===== src/rtl/bsg_adder_carry_save_resolve.sv =====
// Resolves a carry-save (A,B) pair into one binary sum with a chunked ripple adder,
// chunk_width_p bits per cycle; valid/ready input handshake, valid/yumi output handshake.
module bsg_adder_carry_save_resolve #(
  parameter int width_p       = 35,
  parameter int chunk_width_p = 16
) (
  input  logic               clk_i,
  input  logic               reset_n_i,
  input  logic               v_i,
  output logic               ready_o,
  input  logic [width_p-1:0] a_i,
  input  logic [width_p-1:0] b_i,
  output logic               v_o,
  input  logic               yumi_i,
  output logic [width_p-1:0] sum_o,
  output logic               carry_o
);

  localparam int num_chunks_lp = (width_p + chunk_width_p - 1) / chunk_width_p;
  localparam int padW          = num_chunks_lp * chunk_width_p;
  localparam int topW          = width_p - (num_chunks_lp - 1) * chunk_width_p;
  localparam int cntW          = (num_chunks_lp > 1) ? $clog2(num_chunks_lp) : 1;
  localparam logic [cntW-1:0] lastCnt = cntW'(num_chunks_lp - 1);

  typedef enum logic [1:0] {IDLE, BUSY, DONE} state_e;

  state_e                                     state;
  logic [width_p-1:0]                         aQ, bQ;
  logic [cntW-1:0]                            cnt;
  logic                                       carryQ;
  logic                                       carryOutQ;
  logic [num_chunks_lp-1:0][chunk_width_p-1:0] aCh, bCh;
  logic [chunk_width_p:0]                     chunkSum;
  logic                                       lastChunk;

  // Operands are zero-padded to whole chunks, so the top chunk's carry-out
  // shows up at bit topW of the chunk sum rather than at bit chunk_width_p.
  assign aCh       = padW'(aQ);
  assign bCh       = padW'(bQ);
  assign chunkSum  = {1'b0, aCh[cnt]} + {1'b0, bCh[cnt]} + (chunk_width_p+1)'(carryQ);
  assign lastChunk = (cnt == lastCnt);

  always_ff @(posedge clk_i or negedge reset_n_i) begin
    if (!reset_n_i) begin
      state     <= IDLE;
      aQ        <= '0;
      bQ        <= '0;
      cnt       <= '0;
      carryQ    <= 1'b0;
      carryOutQ <= 1'b0;
    end else begin
      case (state)
        IDLE: if (v_i) begin
          aQ     <= a_i;
          bQ     <= b_i;
          cnt    <= '0;
          carryQ <= 1'b0;
          state  <= BUSY;
        end
        BUSY: begin
          carryQ <= chunkSum[chunk_width_p];
          cnt    <= cnt + cntW'(1);
          if (lastChunk) begin
            carryOutQ <= chunkSum[topW];
            state     <= DONE;
          end
        end
        DONE: if (yumi_i) state <= IDLE;
        default: state <= IDLE;
      endcase
    end
  end

  for (genvar k = 0; k < num_chunks_lp; k++) begin : gChunk
    localparam int w = (k == num_chunks_lp - 1) ? topW : chunk_width_p;
    logic [w-1:0] q;
    always_ff @(posedge clk_i or negedge reset_n_i) begin
      if (!reset_n_i)                             q <= '0;
      else if (state == BUSY && cnt == cntW'(k))  q <= chunkSum[w-1:0];
    end
    assign sum_o[k*chunk_width_p +: w] = q;
  end

  assign carry_o = carryOutQ;
  assign v_o     = (state == DONE);
  assign ready_o = reset_n_i && (state == IDLE);

`ifndef SYNTHESIS
  always @(posedge clk_i)
    if (reset_n_i) assert (!yumi_i || v_o) else $error("yumi_i asserted while v_o=0");
`endif

endmodule


===== config.mk =====
export PLATFORM = sky130hd
export DESIGN_NAME = bsg_adder_carry_save_resolve
export DESIGN_NICKNAME = d
export VERILOG_FILES = /design/src/rtl/bsg_adder_carry_save_resolve.sv
export SDC_FILE = /design/constraint.sdc
export NUM_CORES = 1
export LEC_CHECK = 0
export CAP_MARGIN = 0
export CELL_PAD_IN_SITES_DETAIL_PLACEMENT = 0
export CELL_PAD_IN_SITES_GLOBAL_PLACEMENT = 2
export CORE_ASPECT_RATIO = 1.5
export CORE_MARGIN = 3
export CORE_UTILIZATION = 30
export CTS_CLUSTER_SIZE = 10
export DETAILED_ROUTE_END_ITERATION = 10
export PLACE_DENSITY_LB_ADDON = 0.1
export SLEW_MARGIN = 20
export SYNTH_ARGS = -nofsm -noshare
export SYNTH_HDL_FRONTEND = slang
export SYNTH_SLANG_ARGS = --single-unit

===== constraint.sdc =====
create_clock -name clk_i -period 3.4 [get_ports clk_i]
set_clock_uncertainty 0.05 [all_clocks]
set_input_delay 0.51 -clock clk_i [delete_from_list [all_inputs] [get_ports clk_i]]
set_output_delay 0.51 -clock clk_i [all_outputs]
set_load 0.1 [all_outputs]

==> summary by stage, run 1 <==
CTS
The total number of H-tree levels is 3. The number of hold buffers added after CTS was 0. The clock drives 111 sinks. At the later pin of the worst-skew pair, clock insertion delay measures 350 ps.

TritonCTS built the clock tree. In this run the deepest clock path goes through 2 buffers. The clock tree root driver cell is clkbuf_16. Clock-pin slew was measured on the worst setup and hold paths at 80 ps. The number of resized instances in the post-cts repair step is 0. The number of setup buffers added after CTS is 0. TritonCTS created 9 clock buffers.

Job
The number of maximum-capacitance violations is 0.

Synthesis
The top cell type by area accounts for 48.50% of the synthesized area. Counting instances in the post-synthesis netlist gives the leading cell types as dfrtp_1 (111), mux2_2 (72), nand2_1 (48). The area share of xor/xnor cells in the synthesized design is 0.7647%. After synthesis, the share of flip-flops with an asynchronous set or reset is 100.0%. The largest family of logic cells by synthesized area is multiplexers. For this run, the register share of the synthesized area comes to 48.50%.

The library cell with the highest instance count after synthesis is dfrtp_1. The synthesized instance count is 522. Summing the areas of all and, or, nand and nor instances in the mapped netlist gives 11.80% of the synthesized area.

The number of enable flip-flop cells after synthesis is 0. The prevailing post-synth register cell is dfrtp_1. The multiplexer share of the synthesized area is 19.93%. Summing the areas of all compound-gate instances in the mapped netlist gives 11.23% of the synthesized area. The synthesized netlist occupies a cell area of 0.005727 sq mm. By area the synthesized netlist is led by dfrtp_1 (49%), mux2_2 (14%), mux2i_1 (5.8%). The share of synthesized cell area in full adder, half adder and majority cells is 4.632%. Synthesis inferred 111 register bits.

The number of different library cells used by synthesis comes to 53. The cell type with the largest total area after synthesis is dfrtp_1. In this run the mean area of a mapped cell was 10.97 sq um.

The total of warnings raised by yosys is 0. The number of nets in the synthesized netlist is 616.

Die
In this run the count of I/O pins placed on the die edge is 112. The floorplan has 61 rows. The die is 175.2 microns tall. Once the floorplan was initialized, standard cells occupied 30.75% of the core. The die covers 0.02082 sq mm. Measured along the x axis, the die boundary spans 118.8 microns. The total area inside the core boundary comes to 0.01862 sq mm.

Critical path
Walking the worst path, the cells encountered are inv_1, nor2_1, nand2_1, o21ai_0, fa_1, inv_1, fa_1, nor2b_1, o2111ai_1, a21oi_1, or3_1, a31oi_1. Among all stages on the critical path, the largest delay is contributed by o2111ai_1. The data required time of the critical path is 3630 ps. The critical path in this run is classified as reg -> reg.

The signal arrival time at the worst endpoint is 3270 ps. The kind of start point of the critical path is a flop. The maximum fanout along the worst path is 6. For this run, the slowest stage of the critical path takes 500 ps.

The element type at the critical path end is a flop.

Route
In the routed layout, each cell is associated on average with a via count of 4.810. After the first detailed-routing iteration, the DRC count stood at 132. The DRC violations left is 0.

The wire length per cell after detailed routing is 16.84 microns. The detailed-router iteration count before antenna repair is 5. The remaining antenna violation count after routing is 0.

After detailed routing, the total wire length is 14,890 microns. The final route contains 4,252 vias.

STA
Across all setup checks in the final design, the least slack found is 360.9 ps. The relative slew slack is 34.89%. The worst path needs 3039 ps of the cycle, external delays included. The final number of max-transition violations is 0.

The highest clock frequency the design can meet is 0.3290 GHz. The worst-margin pin slew is 973.6 ps. Setup repair after global routing left no endpoint under its margin. Hold timing on the final database bottoms out at a slack of 19.06 ps. The count of final setup violators is 0. The number of hold violations in the final report came to 0. The post-route setup TNS is 0 ps. The post-route clock period utilization is 89.38%.

Final layout
The fraction of final layout cells sized beyond drive strength 1 is 20.41%. The final-stage net count is 721. The number of antenna cells inserted is 0. From synthesis to final layout, the design area changed by 29.36%.

The number of filler instances in the final layout is 1,902. For this run, the share of the core covered by cells in the final layout is 39.78%.

Placement
Before CTS, the worst setup slack after placement is 280.3 ps. The half-perimeter wire length after detailed placement is 11,340 microns. Input and output buffers added on the ports amount to 111.

The placer congestion estimate is 0.8096.

Global routing
The first-pass GRT wire length is 24,630 microns. The total overflow left after global routing is 0. The global-route usage over all layers is 14.77%.

The via count of the first global-routing pass is 4,601. Entering global routing, the biggest net connects 71 pins. The number of antenna violations at the first check in global routing is 0.

Run status
The flow ran to the end, and the final reports show no timing, DRC or antenna violations.

Worst hold path
The class of the worst hold path is in -> async.
==> final timing paths <==
| kind | cells after the start | to | from | slack (ps) |
|---|---|---|---|---|
| max | 12 | gChunk[0].q[14] | cnt[1] | 360 |
| min | 1 | gChunk[0].q[2] | reset_n_i | 20 |
| max reg2reg | 12 | gChunk[0].q[14] | cnt[1] | 360 |
| min reg2reg | 2 | gChunk[0].q[5] | gChunk[0].q[5] | 430 |
| max in group asynchronous | 3 | cnt[0] | reset_n_i | 1780 |
| min in group clk_i | 2 | gChunk[0].q[5] | gChunk[0].q[5] | 430 |
==> metal layers <==
layer  GRT usage, %  vias up  share of wire [%]
met5              0        -                  0
met4          4.157        0                1.7
met3          2.461       20                3.7
met2          24.44       97                 48
met1          19.98     2051                 46
li1               -     2084                  -
==> cell type report <==
class	instances	area, sq um	area share (%)
Clock buffer	10	239.0	3.226
Sequential cell	111	2779	37.51
Clock inverter	6	83.83	1.132
Tap cell	252	315.3	4.256
Timing Repair Buffer	124	1180	15.93
Multi-Input combinational cell	371	2774	37.44
Inverter	10	37.54	0.5067
==> kinds of logic (layout without fill, tap and decap cells) <==
logic type,Yosys count,after routing
AND/OR/NAND/NOR,144,144
flip-flops,111,111
multiplexers,105,105
AO/OA/AOI/OAI,97,97
buffers and inverters,40,150
adder cells (fa/ha/maj),20,20
XOR/XNOR,5,5
==> per-stage QoR <==
stage	area [sq um]	std cells
2_1_floorplan	5727	522
3_3_place_gp	7082	868
3_5_place_dp	7082	868
4_1_cts	7405	884
5_1_grt	7408	884
6_report	7408	884
==> cells in the final DEF, fill, tap and decap left out, types with 8 or more instances in the layout <==
cell             synthesis  final
nor2_1                  43     43
clkbuf_16                0      9
mux2_2                  72     72
ha_1                    18     18
a21oi_1                 19     19
nand4_1                  8      8
inv_1                   10     10
mux2i_1                 33     33
a21o_1                  10     10
dfrtp_1                111    110
buf_4                    0     29
clkdlybuf4s50_1          0     93
o21ai_0                 29     29
nand3_1                 12     12
nand2_1                 48     48
==> sequential cells by signal, indices dropped and copies added, names as in the netlist <==
name and cells:
aQ 35, carry_o 1, cnt 2, gChunk.q 35, bQ 35, carryQ 1, state 2
==> worst max-delay path: cells and delay by family, from the launching register on <==
kind / cells / cell delay, ps
AO/OA/AOI/OAI: 4 / 1010
buffers and inverters: 2 / 200
AND/OR/NAND/NOR: 4 / 650
adder cells (fa/ha/maj): 2 / 630
flip-flops: 1 / 410
Power of run 1 is not shown: default switching activity piles up to over one toggle a cycle in this logic, so the estimate is an artifact.
==> inputs of run 2 (changes only) <==
- CELL_PAD_IN_SITES_DETAIL_PLACEMENT: 0 -> unset
- CELL_PAD_IN_SITES_GLOBAL_PLACEMENT: 2 -> unset
- PLACE_DENSITY_LB_ADDON: 0.1 -> unset
==> run 2 against run 1 <==
  * Via count rose by 1.1%
  * Worst setup slack worse by 18 ps
  * Final area about the same
  * Fmax fell by 0.58%
  * Clock-buffer cell count rose by 1
==> summary by stage, run 2 (synthesis gave the netlist of run 1 again) <==
STA
The post-route setup TNS is 0 ps (unchanged). Setup repair after global routing left no endpoint under its margin. The post-route clock period utilization is 89.90% (+0.52 points). The count of final setup violators is 0 (unchanged). The post-layout minimum cycle time was 3057 ps (+17.62 ps). The highest clock frequency the design can meet is 0.3272 GHz (-0.58%). The number of hold violations in the final report came to 0 (unchanged).

The worst-margin pin slew is 985.6 ps (+11.96 ps). The relative slew slack is 34.09% (-0.80 points). The final number of max-transition violations came to 0 (unchanged).

CTS
The clock slew at the register clock pins of the worst setup and hold paths was 70 ps (about the same). The number of clock buffers inserted by TritonCTS is 9 (unchanged). The total number of H-tree levels is 3 (unchanged). The clock latency on the worst-skew pair is 350 ps (about the same).

The clock tree root driver cell is clkbuf_16. The number of post-CTS setup repair buffers is 0 (unchanged). The TritonCTS clock tree is built.

The clock sink count is 111 (unchanged). The clock tree buffer depth is 2 (unchanged).

Critical path
STA classifies the critical path startpoint as a flop. The data required time of the critical path came to 3630 ps (about the same). The count of cells along the worst register-to-register path is 11 (-1).

The maximum fanout along the worst path is 8 (+2). The type of the worst setup path is reg -> reg. The critical register-to-register path startpoint is cnt[0]. The element type at the critical path end is a flop.

The signal arrival time at the worst endpoint is 3290 ps (+20 ps). The register-to-register path setup slack came to 340 ps (-20 ps). The endpoint identified for the worst register-to-register timing path is gChunk[1].q[7].

Final layout
The number of antenna cells inserted is 0 (unchanged). In the layout the commonest cells are dfrtp_1 (110), clkdlybuf4s50_1 (102), mux2_2 (72), nand2_1 (48), nor2_1 (43). The fraction of final layout cells sized beyond drive strength 1 is 18.60% (-1.8 points). The final cell count without fillers is 881 (-0.34%). The library cell used most frequently in the layout, excluding fill and tap cells, is dfrtp_1.

The number of filler instances in the final layout is 1,849 (-2.8%). The layout overhead on the synthesized area was 29.45% (about the same). The largest registers in the layout are aQ x35, bQ x35, gChunk.q x35.

The area taken by flip-flops and latches is 0.002779 sq mm (unchanged). The area used by multi-input combinational logic was 0.002784 sq mm (+0.36%). The final-stage net count is 718 (-0.42%).

Global routing
The first-pass GRT wire length is 23,200 microns (-5.8%). The global-route usage over all layers is 14.03% (-0.73 points). The leftover overflow at the end of global routing is 0 (unchanged).

The largest net degree at the start of global routing came to 71 (unchanged). The number of antenna violations at the first check in global routing is 0 (unchanged). The via count of the first global-routing pass is 4,455 (-3.2%).

Route
The total length of routed wires is 14,320 microns (-3.8%). The iteration-0 DRC count of the detailed router was 185 (+40%). The detailed-router iteration count before antenna repair is 4 (-1). The DRC violations left is 0 (unchanged). The remaining antenna violation count after routing is 0 (unchanged). The wire length per cell after detailed routing is 16.26 microns (-3.5%). The via-per-instance ratio is 4.877 (+1.4%). The total via count in the routed design is 4,297 (+1.1%).

Worst hold path
The sink of the worst hold path is gChunk[0].q[1]. The worst hold path startpoint is gChunk[0].q[1]. The class of the worst hold path is reg -> reg. The count of cells along the worst hold path is 2.

Die
The floorplan die width is 118.8 microns (unchanged). The die outline area came to 0.02082 sq mm (unchanged). The core area is 0.01862 sq mm (unchanged). The die height is 175.2 microns (unchanged). The standard-cell row count came to 61 (unchanged).

The initial standard-cell utilization of the core was 30.75% (unchanged). The number of ports placed on the die boundary is 112 (unchanged).

Job
The number of maximum-capacitance violations is 0 (unchanged).

Placement
The placer congestion estimate was 0.8842 (+9.2%). The half-perimeter wire length after detailed placement is 11,130 microns (-1.9%). The instance count after placement with tap cells included is 864 (-0.46%). The number of buffers added on ports is 111 (unchanged).

Run status
The flow ran to the end, and the final reports show no timing, DRC or antenna violations.
-- run 2: changes by cell type in the layout (fill, tap and decap cells not counted), sizes merged --
cell	previous run	this run
clkbuf	10	11
inv	13	12
buf	31	18
clkdlybuf4s50	93	102
dlygate4sd3	0	1
-- run 2: stage by stage --
stage	worst slack [ps]	util, %	instance area [sq um]	hold WS, ps
final	343.3	39.81	7413	429.6
after global routing	52.72	39.81	7413	456.6
after CTS	267.8	39.75	7403	435.3
after detailed placement	302.1	38.05	7087	364.5
after global placement	394.0	38.05	7087	360.5
after floorplan	133.5	-	5727	164.4
-- run 2: area by class of cell --
class	instances	area share (%)
Inverter	10	0.5063
Sequential cell	111	37.49
Tap cell	252	4.253
Clock buffer	11	3.274
Multi-Input combinational cell	371	37.55
Timing Repair Buffer	121	16.07
Clock inverter	5	0.8608
-- run 2: critical path: stages (launching register included) --
cell	delay (ps)
dfrtp_2	410
buf_4	200
mux2i_1	230
nor2_1	60
a21oi_1	260
inv_1	80
ha_1	290
a21oi_1	210
nand4b_1	360
a21boi_1	190
or4_1	530
nand3_1	110
-- run 2: worst max-delay path by stage --
stage,depth (start not counted),slack [ps],endpoint,start
floorplan,2,130,ready_o,state[0]
global placement,11,390,gChunk[1].q[11],cnt[0]
detailed placement,11,300,gChunk[1].q[11],cnt[0]
CTS,11,270,gChunk[1].q[11],cnt[0]
global route,11,50,gChunk[1].q[11],cnt[0]
finish,11,340,gChunk[1].q[7],cnt[0]
-- run 2: what timing repair did --
action | in CTS | in global routing
setup endpoints to repair | 0 | 3
hold buffers | 1 | 0
hold endpoints to repair | 17 | 0
gates resized for setup | 0 | 2
-- run 2: per-layer routing --
metal  part of all wire [%]  track usage (%)
met3                    3.6            1.684
met2                     51            24.37
met1                     42            17.11
met4                    2.9            7.008
met5                      0                0
Power of run 2 is left out for the same reason.
==> inputs of run 3 (changes only) <==
- GPL_ROUTABILITY_DRIVEN: unset -> 0
==> run 3 against run 2 <==
  * Final area down 0.15%
  * Worst setup slack got worse by 25 ps
  * Global-route usage up 0.29 points
  * Largest cell class is now registers
  * Critical path depth unchanged
  * Die area is the same
  * Register-to-register slack got worse by 20 ps
  * Via count is 1.3% higher
  * Utilization shrank 0.060 points
  * First-iteration DRC count rose by 11%
  * Fmax shrank 0.80%
==> summary by stage, run 3 (synthesis gave the netlist of run 1 again) <==
Run status
The run finished with clean final reports.

CTS
The clock tree buffer depth is 2 (unchanged). TritonCTS built the clock tree. The number of resized instances in the post-cts repair step was 0 (unchanged). The number of clock buffers inserted by TritonCTS came to 9 (unchanged). The total number of H-tree levels was 3 (unchanged). The number of post-CTS setup repair buffers was 0 (unchanged). The clock tree root driver cell is clkbuf_16. The clock sink count is 111 (unchanged). The quantity of hold-fixing buffers added after cts is 1 (unchanged). The clock slew at the register clock pins of the worst setup and hold paths is 70 ps (about the same). The clock latency on the worst-skew pair is 350 ps (about the same).

Global routing
The first-pass GRT wire length is 23,830 microns (+2.7%). The via count of the first global-routing pass came to 4,571 (+2.6%). The leftover overflow at the end of global routing came to 0 (unchanged). The number of antenna violations at the first check in global routing came to 0 (unchanged). The largest net degree at the start of global routing is 78 (+9.9%). The global-route usage over all layers is 14.32% (+0.29 points).

Route
The DRC violations left is 0 (unchanged). The iteration-0 DRC count of the detailed router is 205 (+11%). The detailed-router iteration count before antenna repair came to 5 (+1). The total via count in the routed design is 4,353 (+1.3%). The remaining antenna violation count after routing is 0 (unchanged). The total length of routed wires came to 14,440 microns (+0.82%).

The wire length per cell after detailed routing was 16.39 microns (+0.82%). The via-per-instance ratio is 4.941 (+1.3%).

STA
The post-route setup TNS came to 0 ps (unchanged). The final number of max-transition violations is 0 (unchanged). The worst-margin pin slew came to 997.3 ps (+11.69 ps). The relative slew slack is 33.51% (-0.57 points). The post-route clock period utilization is 90.63% (+0.72 points). Setup repair after global routing left no endpoint under its margin. The count of final setup violators is 0 (unchanged). The post-layout minimum cycle time is 3081 ps (+24.62 ps).

The post-route worst setup slack is 318.7 ps (-24.62 ps). The highest clock frequency the design can meet is 0.3245 GHz (-0.80%). The number of hold violations in the final report is 0 (unchanged).

Worst hold path
For hold timing, the worst endpoint is gChunk[0].q[5]. The class of the worst hold path is reg -> reg. The count of cells along the worst hold path is 2 (unchanged). The worst hold path startpoint is gChunk[0].q[5].

Die
The number of ports placed on the die boundary is 112 (unchanged). The die height was 175.2 microns (unchanged). The die outline area is 0.02082 sq mm (unchanged). The core area was 0.01862 sq mm (unchanged). The floorplan die width came to 118.8 microns (unchanged).

The initial standard-cell utilization of the core came to 30.75% (unchanged). The standard-cell row count was 61 (unchanged).

Critical path
By startpoint and endpoint, the worst setup path is classified as reg -> reg. The worst register-to-register path begins at cnt[0]. The worst setup path is captured at a flop. The worst register-to-register path ends at gChunk[1].q[11]. The count of cells along the worst register-to-register path is 11 (unchanged). The data required time of the critical path is 3560 ps (-70 ps). The kind of start point of the critical path is a flop.

The register-to-register path setup slack is 320 ps (-20 ps). The maximum fanout along the worst path is 8 (unchanged). In this run the worst setup path begins at cnt[0]. The signal arrival time at the worst endpoint came to 3240 ps (-50 ps).

Final layout
The end-of-flow core utilization is 39.75% (-0.060 points). The area used by multi-input combinational logic was 0.002774 sq mm (-0.36%). The number of filler instances in the final layout is 1,832 (-0.92%). The final design area excluding fillers is 0.007402 sq mm (-0.15%). The top cell types in the final layout, fill and taps aside, are dfrtp_1 (110), clkdlybuf4s50_1 (102), mux2_2 (72), nand2_1 (48), nor2_1 (43). The area taken by flip-flops and latches came to 0.002779 sq mm (unchanged).

The fraction of final layout cells sized beyond drive strength 1 is 18.44% (-0.16 points). The area growth from synthesis to layout is 29.25%. Leaving out fill and tap cells, the most frequent cell in the layout is dfrtp_1.

The number of antenna cells inserted is 0 (unchanged). The largest registers in the layout are aQ x35, bQ x35, gChunk.q x35. The final-stage net count is 718 (unchanged).

Placement
The half-perimeter wire length after detailed placement is 11,250 microns (+1.1%). The post-placement cell area is 0.007087 sq mm (unchanged). The number of buffers added on ports came to 111 (unchanged). The worst slack at placement is 339.8 ps (+37.68 ps).

Job
The number of maximum-capacitance violations came to 0 (unchanged).
## run 3: layer usage
| metal | vias to the layer above | routed length [microns] | track usage [%] |
|---|---|---|---|
| li1 | 2076 | - | - |
| met1 | 2139 | 5981 | 17.19 |
| met2 | 120 | 7564 | 25.58 |
| met3 | 18 | 596 | 2.396 |
| met4 | 0 | 297 | 5.317 |
| met5 | - | 0 | 0 |
## run 3: worst max-delay path by stage
stage / cells past startpoint / end / slack (ps)
4_1_cts: 11 / gChunk[1].q[11] / 320
3_3_place_gp: 11 / gChunk[1].q[11] / 410
6_report: 11 / gChunk[1].q[11] / 320
2_1_floorplan: 2 / ready_o / 130
3_5_place_dp: 11 / gChunk[1].q[11] / 340
5_1_grt: 12 / gChunk[1].q[14] / 20
## run 3: through the flow
stage	std cells	hold WS, ps
floorplan	522	164.4
global placement	864	277.0
detailed placement	864	279.5
CTS	881	439.4
global route	881	460.5
finish	881	433.7
## run 3: worst max-delay path, cell delays in order (launching register included)
cell and delay [ps]:
dfrtp_2 410, buf_4 200, mux2i_1 270, nor2_1 60, a21oi_1 250, inv_1 80, ha_1 270, a21oi_1 210
nand4b_1 360, a21oi_1 150, nor4_1 480, o31ai_1 160
## run 3: layout make-up
cell class | instances | share of cell area, %
clock buffers | 10 | 3.229
clock inverters | 6 | 0.8959
inverters | 10 | 0.5071
multi-input cells | 371 | 37.47
flip-flops and latches | 111 | 37.54
well taps | 252 | 4.260
repair buffers | 121 | 16.09
Power of run 3 is left out for the same reason.
